--- config.mk ---
export PLATFORM = sky130hd
export DESIGN_NAME = vpu_issue
export DESIGN_NICKNAME = d
export VERILOG_FILES = /design/src/rtl/vpu_pkg.sv /design/src/rtl/vpu_issue_fifo.sv /design/src/rtl/vpu_issue.sv
export SDC_FILE = /design/constraint.sdc
export NUM_CORES = 1
export LEC_CHECK = 0
export BUFFER_PORTS_ARGS = -buffer_cell sky130_fd_sc_hd__buf_4
export CAP_MARGIN = 15
export CORE_ASPECT_RATIO = 1.4
export CORE_MARGIN = 1.5
export CORE_UTILIZATION = 28
export DETAILED_ROUTE_END_ITERATION = 6
export GPL_TIMING_DRIVEN = 0
export HOLD_SLACK_MARGIN = 0.15
export PLACE_DENSITY = 0.55
export SYNTH_ARGS = -nofsm -noshare
export SYNTH_HDL_FRONTEND = slang
export SYNTH_HIERARCHICAL = 1
export SYNTH_SLANG_ARGS = --single-unit
export TNS_END_PERCENT = 5
--- constraint.sdc ---
create_clock -name clk -period 5.3 [get_ports clk]
set_clock_uncertainty 0.05 [all_clocks]
set_input_delay 0.265 -clock clk [delete_from_list [all_inputs] [get_ports clk]]
set_output_delay 0.265 -clock clk [all_outputs]
set_load 0.03 [all_outputs]
--- src/rtl/vpu_pkg.sv ---
// rtl/vpu_pkg.sv - shared opcodes, IR field positions, issue FSM states
package vpu_pkg;

    localparam logic [4:0] OP_MOV = 5'd1;
    localparam logic [4:0] OP_ADD = 5'd2;
    localparam logic [4:0] OP_SUB = 5'd3;
    localparam logic [4:0] OP_MUL = 5'd4;
    localparam logic [4:0] OP_OR  = 5'd5;
    localparam logic [4:0] OP_AND = 5'd6;
    localparam logic [4:0] OP_XOR = 5'd7;

    localparam int OPER_MSB  = 31;
    localparam int OPER_LSB  = 27;
    localparam int RDST_MSB  = 26;
    localparam int RDST_LSB  = 22;
    localparam int RSRC1_MSB = 21;
    localparam int RSRC1_LSB = 17;
    localparam int IMM_BIT   = 16;
    localparam int RSRC2_MSB = 15;
    localparam int RSRC2_LSB = 11;
    localparam int ISRC_MSB  = 15;
    localparam int ISRC_LSB  = 0;

    typedef enum logic [1:0] {
        ST_IDLE,
        ST_PRESENT,
        ST_GAP
    } issue_state_t;

    function automatic logic is_legal_op(input logic [4:0] op);
        return (op >= OP_MOV) && (op <= OP_XOR);
    endfunction

endpackage

--- src/rtl/vpu_issue_fifo.sv ---
// rtl/vpu_issue_fifo.sv - synchronous FIFO exposing head and the entry behind it
module vpu_issue_fifo #(
    parameter int DEPTH = 4,
    parameter int WIDTH = 32
) (
    input  logic                     clk,
    input  logic                     rst_n,
    input  logic                     push,
    input  logic [WIDTH-1:0]         push_data,
    input  logic                     pop,
    output logic [WIDTH-1:0]         head,
    output logic [WIDTH-1:0]         head_next,
    output logic                     full,
    output logic                     empty,
    output logic [$clog2(DEPTH):0]   level
);
    localparam int AW = $clog2(DEPTH);
    localparam logic [AW:0] LEVEL_FULL = (AW + 1)'(DEPTH);
    localparam logic [AW:0] LEVEL_ONE  = (AW + 1)'(1);

    logic [WIDTH-1:0] mem [DEPTH];
    logic [AW-1:0]    wr_ptr;
    logic [AW-1:0]    rd_ptr;
    logic             do_push;
    logic             do_pop;

    assign full      = (level == LEVEL_FULL);
    assign empty     = (level == '0);
    assign do_push   = push && !full;
    assign do_pop    = pop && !empty;
    assign head      = mem[rd_ptr];
    assign head_next = mem[rd_ptr + AW'(1)];

    always_ff @(posedge clk) begin
        if (do_push) begin
            mem[wr_ptr] <= push_data;
        end
    end

    always_ff @(posedge clk) begin
        if (!rst_n) begin
            wr_ptr <= '0;
            rd_ptr <= '0;
            level  <= '0;
        end else begin
            if (do_push) begin
                wr_ptr <= wr_ptr + AW'(1);
            end
            if (do_pop) begin
                rd_ptr <= rd_ptr + AW'(1);
            end
            if (do_push && !do_pop) begin
                level <= level + LEVEL_ONE;
            end else if (!do_push && do_pop) begin
                level <= level - LEVEL_ONE;
            end
        end
    end

endmodule

--- src/rtl/vpu_issue.sv ---
// rtl/vpu_issue.sv - encodes operation requests into IR words and issues them with a gap
module vpu_issue
    import vpu_pkg::*;
#(
    parameter int DEPTH     = 4,
    parameter int ISSUE_GAP = 1
) (
    input  logic                   clk,
    input  logic                   rst_n,
    input  logic                   req_valid,
    output logic                   req_ready,
    input  logic [4:0]             req_op,
    input  logic                   req_imm_mode,
    input  logic [4:0]             req_rdst,
    input  logic [4:0]             req_rsrc1,
    input  logic [4:0]             req_rsrc2,
    input  logic [15:0]            req_imm,
    output logic [31:0]            ir_out,
    output logic                   ir_valid,
    input  logic                   ir_ready,
    output logic                   err_illegal,
    output logic [15:0]            issued_cnt,
    output logic [$clog2(DEPTH):0] fifo_level
);
    localparam int LW = $clog2(DEPTH) + 1;
    localparam int GW = (ISSUE_GAP > 1) ? $clog2(ISSUE_GAP) : 1;
    localparam logic [GW-1:0] GAP_LAST = GW'((ISSUE_GAP > 0) ? ISSUE_GAP - 1 : 0);

    issue_state_t  state;
    issue_state_t  state_n;
    logic [31:0]   enc;
    logic          req_fire;
    logic          legal;
    logic          push;
    logic          pop;
    logic          load;
    logic [31:0]   load_data;
    logic [31:0]   head;
    logic [31:0]   head_next;
    logic          full;
    logic          empty;
    logic [GW-1:0] gap_cnt;

    always_comb begin
        enc = '0;
        enc[OPER_MSB:OPER_LSB]   = req_op;
        enc[RDST_MSB:RDST_LSB]   = req_rdst;
        enc[RSRC1_MSB:RSRC1_LSB] = req_rsrc1;
        enc[IMM_BIT]             = req_imm_mode;
        if (req_imm_mode) begin
            enc[ISRC_MSB:ISRC_LSB] = req_imm;
        end else begin
            enc[RSRC2_MSB:RSRC2_LSB] = req_rsrc2;
        end
    end

    assign req_ready = !full;
    assign req_fire  = req_valid && req_ready;
    assign legal     = is_legal_op(req_op);
    assign push      = req_fire && legal;
    assign ir_valid  = (state == ST_PRESENT);
    assign pop       = ir_valid && ir_ready;

    vpu_issue_fifo #(
        .DEPTH (DEPTH),
        .WIDTH (32)
    ) u_fifo (
        .clk       (clk),
        .rst_n     (rst_n),
        .push      (push),
        .push_data (enc),
        .pop       (pop),
        .head      (head),
        .head_next (head_next),
        .full      (full),
        .empty     (empty),
        .level     (fifo_level)
    );

    // The presented entry stays in the FIFO until its handshake, so a zero-gap
    // reissue must take the entry behind the one being popped.
    always_comb begin
        state_n   = state;
        load      = 1'b0;
        load_data = head;
        case (state)
            ST_IDLE: begin
                if (!empty) begin
                    state_n = ST_PRESENT;
                    load    = 1'b1;
                end
            end
            ST_PRESENT: begin
                if (ir_ready) begin
                    if (ISSUE_GAP > 0) begin
                        state_n = ST_GAP;
                    end else if (fifo_level >= LW'(2)) begin
                        state_n   = ST_PRESENT;
                        load      = 1'b1;
                        load_data = head_next;
                    end else begin
                        state_n = ST_IDLE;
                    end
                end
            end
            ST_GAP: begin
                if (gap_cnt == GAP_LAST) begin
                    if (!empty) begin
                        state_n = ST_PRESENT;
                        load    = 1'b1;
                    end else begin
                        state_n = ST_IDLE;
                    end
                end
            end
            default: state_n = ST_IDLE;
        endcase
    end

    always_ff @(posedge clk) begin
        if (!rst_n) begin
            state       <= ST_IDLE;
            ir_out      <= '0;
            err_illegal <= 1'b0;
            issued_cnt  <= '0;
            gap_cnt     <= '0;
        end else begin
            state       <= state_n;
            err_illegal <= req_fire && !legal;
            gap_cnt     <= (state == ST_GAP) ? gap_cnt + GW'(1) : '0;
            if (load) begin
                ir_out <= load_data;
            end
            if (pop) begin
                issued_cnt <= issued_cnt + 16'd1;
            end
        end
    end

endmodule

# After elaboration in Yosys (flattened, before gate mapping)
# Memory sizes are Yosys's and may differ from the RTL's. A register that Yosys moved wholly into a read port is not among the register bits.
# Cells that the tools add are included.
[classes]
addsub = 6
n_mux = 14
n_eq_ne = 6
reduce_logical = 20
n_lt_le_gt_ge = 2
[op_table]
columns = ["cell", "n"]
rows = [
  ["adder 16 x 1 -> 16 bit, second input constant", 1],
  ["two-way mux 11 bit", 1],
  ["logical AND 1 bit", 9],
  ["logical NOT 1 bit", 6],
  ["two-way mux 2 bit", 3],
  ["two-way mux 3 bit", 2],
  ["case mux 2 bit (3 select lines)", 1],
  [">= comparator 5 x 1 -> 1 bit, second input constant", 1],
  ["less-or-equal comparator 5 x 3 -> 1 bit, second input constant", 1],
  ["two-way mux 1 bit", 5],
  ["two-way mux 5 bit", 1],
  ["adder 2 x 1 -> 2 bit, second input constant", 2],
  ["!= test 2 bit, second input constant", 2],
  ["adder 3 x 1 -> 3 bit, second input constant", 1],
  ["== test 3 bit, second input constant", 1],
  ["logical NOT 3 bit", 1],
  ["AND reduction 3 bit", 1],
  ["subtractor 3 x 1 -> 3 bit, second input constant", 1],
  ["== test 2 x 1 -> 1 bit, second input constant", 1],
  ["== test 2 bit, second input constant", 1],
  ["logical NOT 2 bit", 1],
  ["!= test 2 x 1 -> 1 bit, second input constant", 1],
  ["case mux 1 bit (2 select lines)", 1],
  ["AND reduction 2 bit", 1],
  ["2 further kinds", 2],
]
[word_totals]
memories = 1
ramBits = 128
output_inout_bits = 54
regBits = 27
inputBits = 41
[memory_table]
columns = ["memory", "words", "width", "read_ports", "rd_clocked_by_memory_dff", "write_ports", "line", "rtl"]
rows = [
  ["u_fifo.mem", 4, 32, 1, 1, 1, "vpu_issue_fifo.sv:21", "logic [WIDTH-1:0] mem [DEPTH];"],
]

# Longest topological paths before layout
# Gate-level depths: netlist (run 1).
[logic_depth]
ltp_word = 9
mapped_depth = 11
ltp_nobuf = 10

# Hierarchy
# Netlist (run 1), hierarchy kept.
[modules_own_cells]
columns = ["mod", "seq_area_each_um2", "cells_each", "area_per_inst_um2", "n_inst"]
rows = [
  ["vpu_issue_fifo", 4023.9, 256, 5975.7, 1],
  ["vpu_issue", 1041.0, 260, 2143.3, 1],
]

# Worst setup path after synthesis (run 1)
# No wires, ideal clock.
[synth_timing]
kind = "reg-to-reg"
start = "register u_fifo.level[0]"
end = "register u_fifo.level[2]"
path_stages_with_launch = 11
t_required_ps = 5174
setup_ps = 76
path_buffers = 1
t_arrival_ps = 2390
path_slack_ps = 2785
path_cell_list = "dfxtp_1 > nor3b_2 > nor3b_1 > nor2b_1 > buf_6 > ha_1 > inv_1 > fa_1 > xor2_1 > or3_1 > a21boi_0"
[synth_via]
elab_chain_len = 8
elab_cells_between_ends = 17
cone_classes = "add/sub (2); eq/ne (1); mux (2); reduce/logical (12)"
[synth_rtl]
columns = ["item", "line", "rtl"]
rows = [
  ["from (decl)", "vpu_issue_fifo.sv:15", "output logic [$clog2(DEPTH):0] level"],
  ["from (signal assigned)", "vpu_issue_fifo.sv:53", "level <= level + LEVEL_ONE;"],
  ["from (signal assigned)", "vpu_issue_fifo.sv:55", "level <= level - LEVEL_ONE;"],
  ["== test 3 bit *", "vpu_issue_fifo.sv:27", "assign full = (level == LEVEL_FULL);"],
  ["via full", "vpu_issue.sv:40", "logic full;"],
  ["logical NOT 1 bit *", "vpu_issue.sv:57", "assign req_ready = !full;"],
  ["logical AND 1 bit *", "vpu_issue.sv:58", "assign req_fire = req_valid && req_ready;"],
  ["logical AND 1 bit *", "vpu_issue.sv:60", "assign push = req_fire && legal;"],
  ["via push", "vpu_issue.sv:34", "logic push;"],
  ["logical AND 1 bit *", "vpu_issue_fifo.sv:29", "assign do_push = push && !full;"],
  ["via u_fifo.do_push", "vpu_issue_fifo.sv:24", "logic do_push;"],
  ["logical NOT 1 bit", "vpu_issue_fifo.sv:54", "end else if (!do_push && do_pop) begin"],
  ["logical AND 1 bit", "vpu_issue_fifo.sv:54", ""],
  ["nonzero test 2 bit (no line)", "-", ""],
]
# Mark *: on every way through the listed nets, which the timed path passes. The rest lies on a longest branch. The select of a mux whose other input is x is not followed.
# A chain may end at the register's enable or synchronous reset.

# Worst setup path in the final report (run 1)
[layout_timing]
start = "input req_op[4]"
end = "register u_fifo.level[2]"
[layout_via]
elab_chain_len = 7
elab_cells_between_ends = 10
cone_classes = "order compare (2); mux (1); reduce/logical (7)"
[layout_rtl]
columns = ["item", "line", "rtl"]
rows = [
  ["from (decl)", "vpu_issue.sv:12", "input logic [4:0] req_op,"],
  [">= comparator 5 x 1 -> 1 bit or less-or-equal comparator 5 x 3 -> 1 bit (tied branches)", "vpu_pkg.sv:31", "return (op >= OP_MOV) && (op <= OP_XOR);"],
  ["logical AND 1 bit *", "vpu_pkg.sv:31", ""],
  ["logical AND 1 bit *", "vpu_issue.sv:60", ""],
  ["via push", "vpu_issue.sv:34", ""],
  ["logical AND 1 bit *", "vpu_issue_fifo.sv:29", ""],
  ["via u_fifo.do_push", "vpu_issue_fifo.sv:24", ""],
  ["logical NOT 1 bit", "vpu_issue_fifo.sv:54", ""],
  ["logical AND 1 bit", "vpu_issue_fifo.sv:54", ""],
  ["nonzero test 2 bit (no line)", "-", ""],
]
# Mark *: on every way through the listed nets, which the timed path passes. The rest lies on a longest branch.

==> impl_metrics.csv, run 1 <==
group,metric,value,unit
final_layout,final_cell_mix,"edfxtp_1 (128), buf_4 (96), nand2_1 (76)",
clock_network,cts-root-buf,"clkbuf_16",
clock_network,clock_path_buffers,2,
clock_network,cts_resized,0,
critical_path,cp-start-kind,"primary input",
clock_network,clk_pin_slew,70,ps
drt,drt_wl_total,15800,um
critical_path,crit_top_cell,"or3_1",
critical_path,crit_buf_inv,4,
critical_path,cpPeakStageDelay,580,ps
drt,via_count,4326,
drt,avgRoutedWirePerCell,16.3,um
timing,rsz0062_at_grt,"no",
critical_path,cp.required,5600,ps
timing,clock.fmax,345,MHz
power,leakage,3.30,nW
power,ir_drop,205,uV
final_layout,regArea,5060,um^2
floorplan,start_util,28.7,%
power,powerDensity,348,nW/um^2
outcome,run_status,"finished with violations",
timing,worstMarginPinSlew,575,ps
timing,fin_crit_sh,54.7,%
floorplan,fp.dieH,194,um
final_layout,antenna_cells,0,
floorplan,die_area,27200,um^2
critical_path,timing.rr.start,"u_fifo/level[0]",
final_layout,final_layout_size_suffix_gt1_share,30.1,%
synth,netlist_instances,480,
critical_path,critical_path_class,"primary input to flop",
final_layout,multiInputGateArea,2040,um^2
flow_run,cap_violations,0,
grt,grt_start_max_net_pins,19,
timing,setup_tns,0,ps
final_layout,fill_cells,2416,
timing,slew_viol_final,0,
critical_path,reg2reg_to,"u_fifo/level[2]",
clock_network,ctsHtreeMaxLevel,4,
synth,synth_nets,528,
critical_path,reg2regPathDepth,10,
timing,worst_hold_slack,169,ps
synth,synthesis.area,7330,um^2
drt,ant_nets,0,
drt,first_iter_violations,203,
min_path,hold_path.class,"primary input to flop",
drt,drc,9,
synth,avgSynthCellArea,15.3,um^2
drt,drt_pass1_iterations,6,
place,dp_hpwl,11100,um
clock_network,cts_made_buffers,17,
power,power,3.31,mW
final_layout,nets,680,
final_layout,area_delta_synth_final,29.6,%
outcome,violations,"DRC",
clock_network,tritoncts,"yes",
critical_path,worstSetupEndpoint,"u_fifo/level[2]",
timing,relSlewSlack,61.6,%
clock_network,worst_skew_pair.late_latency,430,ps
synth,yosysWarnings,6,
place,placed_cell_area,8550,um^2
grt,overflow,0,
grt,antenna_found_initial,0,
critical_path,critical_path.top_delay_family,"simple AND/OR/NAND/NOR gates",
critical_path,path_depth,12,
grt,track_usage,12.2,%
final_layout,post-route-cell-area,9500,um^2
floorplan,io_pins,95,
grt,grt_pass1_wl,25000,um
grt,grt_pass1_vias,4594,
critical_path,cp_max_fo,7,
floorplan,coreArea,25600,um^2
place,place_congestion,0.799,
place,io_buffers,94,
timing,setup_viol,0,
timing,finalHoldViolCount,0,
critical_path,rrSetupSlack,2770,ps
critical_path,crit_start,"req_op[4]",
timing,layout_min_cycle_time,2900,ps
critical_path,arrival,3200,ps
drt,via_per_inst,4.49,
floorplan,die_w,140,um
critical_path,critPathSlowestCell,"dlygate4sd3_1",
clock_network,clock-sinks,189,
floorplan,num_rows,69,
final_layout,final_common_cell,"edfxtp_1",
critical_path,worstPathCellList,"dlygate4sd3_1 > buf_4 > or3_1 > nor3b_1 > nor2b_1 > buf_6 > ha_1 > inv_1 > fa_1 > xor2_1 > or3_1 > a21boi_0",
critical_path,cp-end-kind,"flop",
## worst register-to-register path: cells and delay by family (launching register included)
kind            cells  cell delay, ps
fa+ha+maj           2             560
simple gates        4             790
buf+inv             2             210
xor+xnor            1             150
flops               1             520
compound gates      1             170
## layer usage
metal  share of wire, %  global-route usage, %  vias to the layer above
met5                  0                      0                        -
met4                1.8                   4.87                        0
met3                4.7                   3.20                       17
met2                 53                   22.1                       88
met1                 40                   13.4                     2146
li1                   -                      -                     2075
## where the power goes
part | internal, mW | switching (mW) | leakage [nW]
Clock | 0.718 | 0.574 | 0.290
Combinational | 0.147 | 0.215 | 1.36
Sequential | 1.62 | 0.0311 | 1.66
## registers in the layout, indices dropped and copies added (netlist names), named ones only
| register | count |
|---|---|
| u_fifo/wr_ptr | 2 |
| ir_out | 32 |
| err_illegal | 1 |
| u_fifo/rd_ptr | 2 |
| u_fifo/level | 3 |
| u_fifo/mem | 128 |
| state | 2 |
| issued_cnt | 16 |
| gap_cnt | 1 |
## cell type report
class,count,area share [%]
plain buffers,28,2.15
clock inverters,14,1.66
repair buffers,133,12.3
clock buffers,18,4.62
inverters,8,0.316
multi-input cells,255,21.5
well taps,319,4.20
flip-flops and latches,189,53.3
## repair_timing
| action | in CTS | in global routing |
|---|---|---|
| hold buffers | 35 | 0 |
| endpoints found under the hold margin | 109 | 0 |
| buffers inserted | 0 | 0 |
## worst min path at each step
| stage | slack (ps) | depth (start not counted) | endpoint | startpoint |
|---|---|---|---|---|
| after floorplan | 310 | 0 | u_fifo/mem[0][16] | req_imm_mode |
| after global placement | 400 | 2 | ir_out[14] | ir_out[14] |
| after detailed placement | 400 | 2 | ir_out[12] | ir_out[12] |
| after CTS | 160 | 2 | u_fifo/mem[1][0] | req_imm[0] |
| after global routing | 160 | 2 | u_fifo/mem[1][0] | req_imm[0] |
| final | 170 | 2 | u_fifo/mem[1][5] | req_imm[5] |
## metrics by stage
step	setup WS, ps	util, %	std cells
floorplan	2780	-	480
global placement	2040	33.0	893
detailed placement	2590	33.5	897
CTS	2430	37.2	964
global route	2200	37.2	964
finish	2400	37.2	964
(Power assumes the default switching activity.)
==> run 2: changes to the inputs <==
--- a/config.mk
+++ b/config.mk
@@ -13,7 +13,7 @@
 export DETAILED_ROUTE_END_ITERATION = 6
 export GPL_TIMING_DRIVEN = 0
 export HOLD_SLACK_MARGIN = 0.15
-export PLACE_DENSITY = 0.55
+export PLACE_DENSITY = 0.57
 export SYNTH_ARGS = -nofsm -noshare
 export SYNTH_HDL_FRONTEND = slang
 export SYNTH_HIERARCHICAL = 1
==> constraint.sdc (replaced) <==
create_clock -name clk -period 2.5 [get_ports clk]
set_clock_uncertainty 0.05 [all_clocks]
set_input_delay 0.125 -clock clk [delete_from_list [all_inputs] [get_ports clk]]
set_output_delay 0.125 -clock clk [all_outputs]
set_load 0.03 [all_outputs]
==> impl_metrics.csv, run 2 (synthesized netlist as in run 1, its figures left out) <==
group,metric,value,unit
clock_network,clock_path_buffers,2,
timing,slew_viol_final,0,
floorplan,start_util,28.7,%
critical_path,cp-start-kind,"flop",
critical_path,cpPeakStageDelay,370,ps
drt,avgRoutedWirePerCell,16.3,um
drt,drt_wl_total,15800,um
final_layout,area_delta_synth_final,28.8,%
final_layout,final_common_cell,"edfxtp_1",
clock_network,tritoncts,"yes",
place,place_congestion,0.806,
drt,ant_nets,0,
timing,worst_hold_slack,378,ps
timing,layout_min_cycle_time,2410,ps
timing,worstMarginPinSlew,951,ps
floorplan,die_w,140,um
final_layout,top_regs,"u_fifo/mem x128, ir_out x32, issued_cnt x16",
flow_run,cap_violations,0,
grt,grt_pass1_wl,25400,um
timing,fin_crit_sh,96.3,%
grt,overflow,0,
min_path,hold_path.class,"primary input to flop",
place,dp_hpwl,10900,um
final_layout,top_register,"u_fifo/mem",
drt,via_per_inst,4.51,
critical_path,worstPathCellList,"nor3b_2 > nor3b_1 > nor2b_2 > buf_6 > ha_2 > inv_1 > fa_1 > xor2_1 > or3_1 > a21boi_0",
clock_network,post-cts-setup-buffer-count,0,
clock_network,cts_made_buffers,17,
min_path,min_from,"req_op[4]",
outcome,violations,"DRC",
power,ir_drop,381,uV
critical_path,cp-end-kind,"flop",
clock_network,clock-sinks,189,
clock_network,ctsHtreeMaxLevel,4,
floorplan,die_area,27200,um^2
drt,drc,8,
clock_network,clk_pin_slew,70,ps
drt,drt_pass1_iterations,7,
drt,via_count,4361,
final_layout,final_cell_mix,"edfxtp_1 (128), buf_4 (96), nand2_1 (76)",
drt,first_iter_violations,228,
critical_path,arrival,2700,ps
timing,rsz0062_at_grt,"no",
min_path,worstHoldEndpoint,"u_fifo/wr_ptr[0]",
place,io_buffers,94,
timing,clock.fmax,415,MHz
critical_path,critPathSlowestCell,"fa_1",
clock_network,cts-root-buf,"clkbuf_16",
grt,antenna_found_initial,0,
power,leakage,3.27,nW
grt,grt_start_max_net_pins,33,
place,place_inst,893,
final_layout,largest_register_ffs,128,
min_path,hold_path_depth,6,
floorplan,fp.dieH,194,um
power,powerDensity,730,nW/um^2
floorplan,io_pins,95,
critical_path,cp.required,2790,ps
floorplan,num_rows,69,
floorplan,coreArea,25600,um^2
grt,grt_pass1_vias,4682,
grt,track_usage,12.4,%
critical_path,cp_max_fo,7,
critical_path,reg2reg_to,"u_fifo/level[2]",
final_layout,antenna_cells,0,
timing,setup_viol,0,
power,power,6.90,mW
timing,finalHoldViolCount,0,
final_layout,nets,682,
critical_path,timing.rr.start,"u_fifo/level[2]",
final_layout,instances_no_fill,966,
critical_path,rrSetupSlack,90,ps
clock_network,worst_skew_pair.late_latency,430,ps
critical_path,reg2regPathDepth,10,
critical_path,critical_path_class,"flop to flop",
final_layout,final_layout_size_suffix_gt1_share,30.3,%
outcome,run_status,"finished with violations",
timing,relSlewSlack,36.6,%
==> run 2: through the flow <==
stage	cell area [um^2]	utilization [%]	TNS (ps)	worst slack, ps
2_1_floorplan	7330	-	0	18.6
3_3_place_gp	8440	33.0	-71420	-563
3_5_place_dp	8440	33.0	-89.2	-89.2
4_1_cts	9440	36.9	0	33.7
5_1_grt	9450	37.0	0	5.03
6_report	9450	37.0	0	93.1
==> run 2: report_power, final <==
group	total [mW]	internal [mW]	switching, mW
registers	3.51	3.44	0.0691
clock network	2.62	1.41	1.21
logic	0.771	0.313	0.459
total	6.90	5.16	1.74
==> run 2: area by class of cell <==
cell class | count | area, um^2
multi-input cells | 255 | 2040
clock buffers | 17 | 425
inverters | 8 | 30.0
well taps | 319 | 399
repair buffers | 135 | 1120
clock inverters | 15 | 159
flip-flops and latches | 189 | 5070
plain buffers | 28 | 204
fillers | 2449 | 16100
==> run 2: per-layer routing <==
metal / share of wire, % / GRT usage, %
met1: 41 / 14.0
met2: 52 / 22.3
met3: 4.6 / 2.86
met4: 1.8 / 4.99
met5: 0 / 0
==> run 2: how the worst max path moves through the flow <==
stage,start,to
2_1_floorplan,u_fifo/level[1],u_fifo/level[2]
3_3_place_gp,req_op[3],u_fifo/mem[1][21]
3_5_place_dp,req_op[3],u_fifo/level[2]
4_1_cts,u_fifo/level[2],u_fifo/level[2]
5_1_grt,u_fifo/level[2],u_fifo/level[2]
6_report,u_fifo/level[2],u_fifo/level[2]
==> run 2: worst max-delay path, delay by kind of cell (launching register included) <==
kind / cells / cell delay, ps
simple gates: 4 / 840
fa+ha+maj: 2 / 560
flops: 1 / 360
buf+inv: 2 / 190
compound gates: 1 / 170
xor+xnor: 1 / 160
==> run 2: what timing repair did <==
action                                  in CTS  in global routing
pin swaps                                    0                  0
hold endpoints to repair                   137                  0
endpoints found under the setup margin       1                  1
gates resized for setup                      1                  4
hold buffers                                41                  0
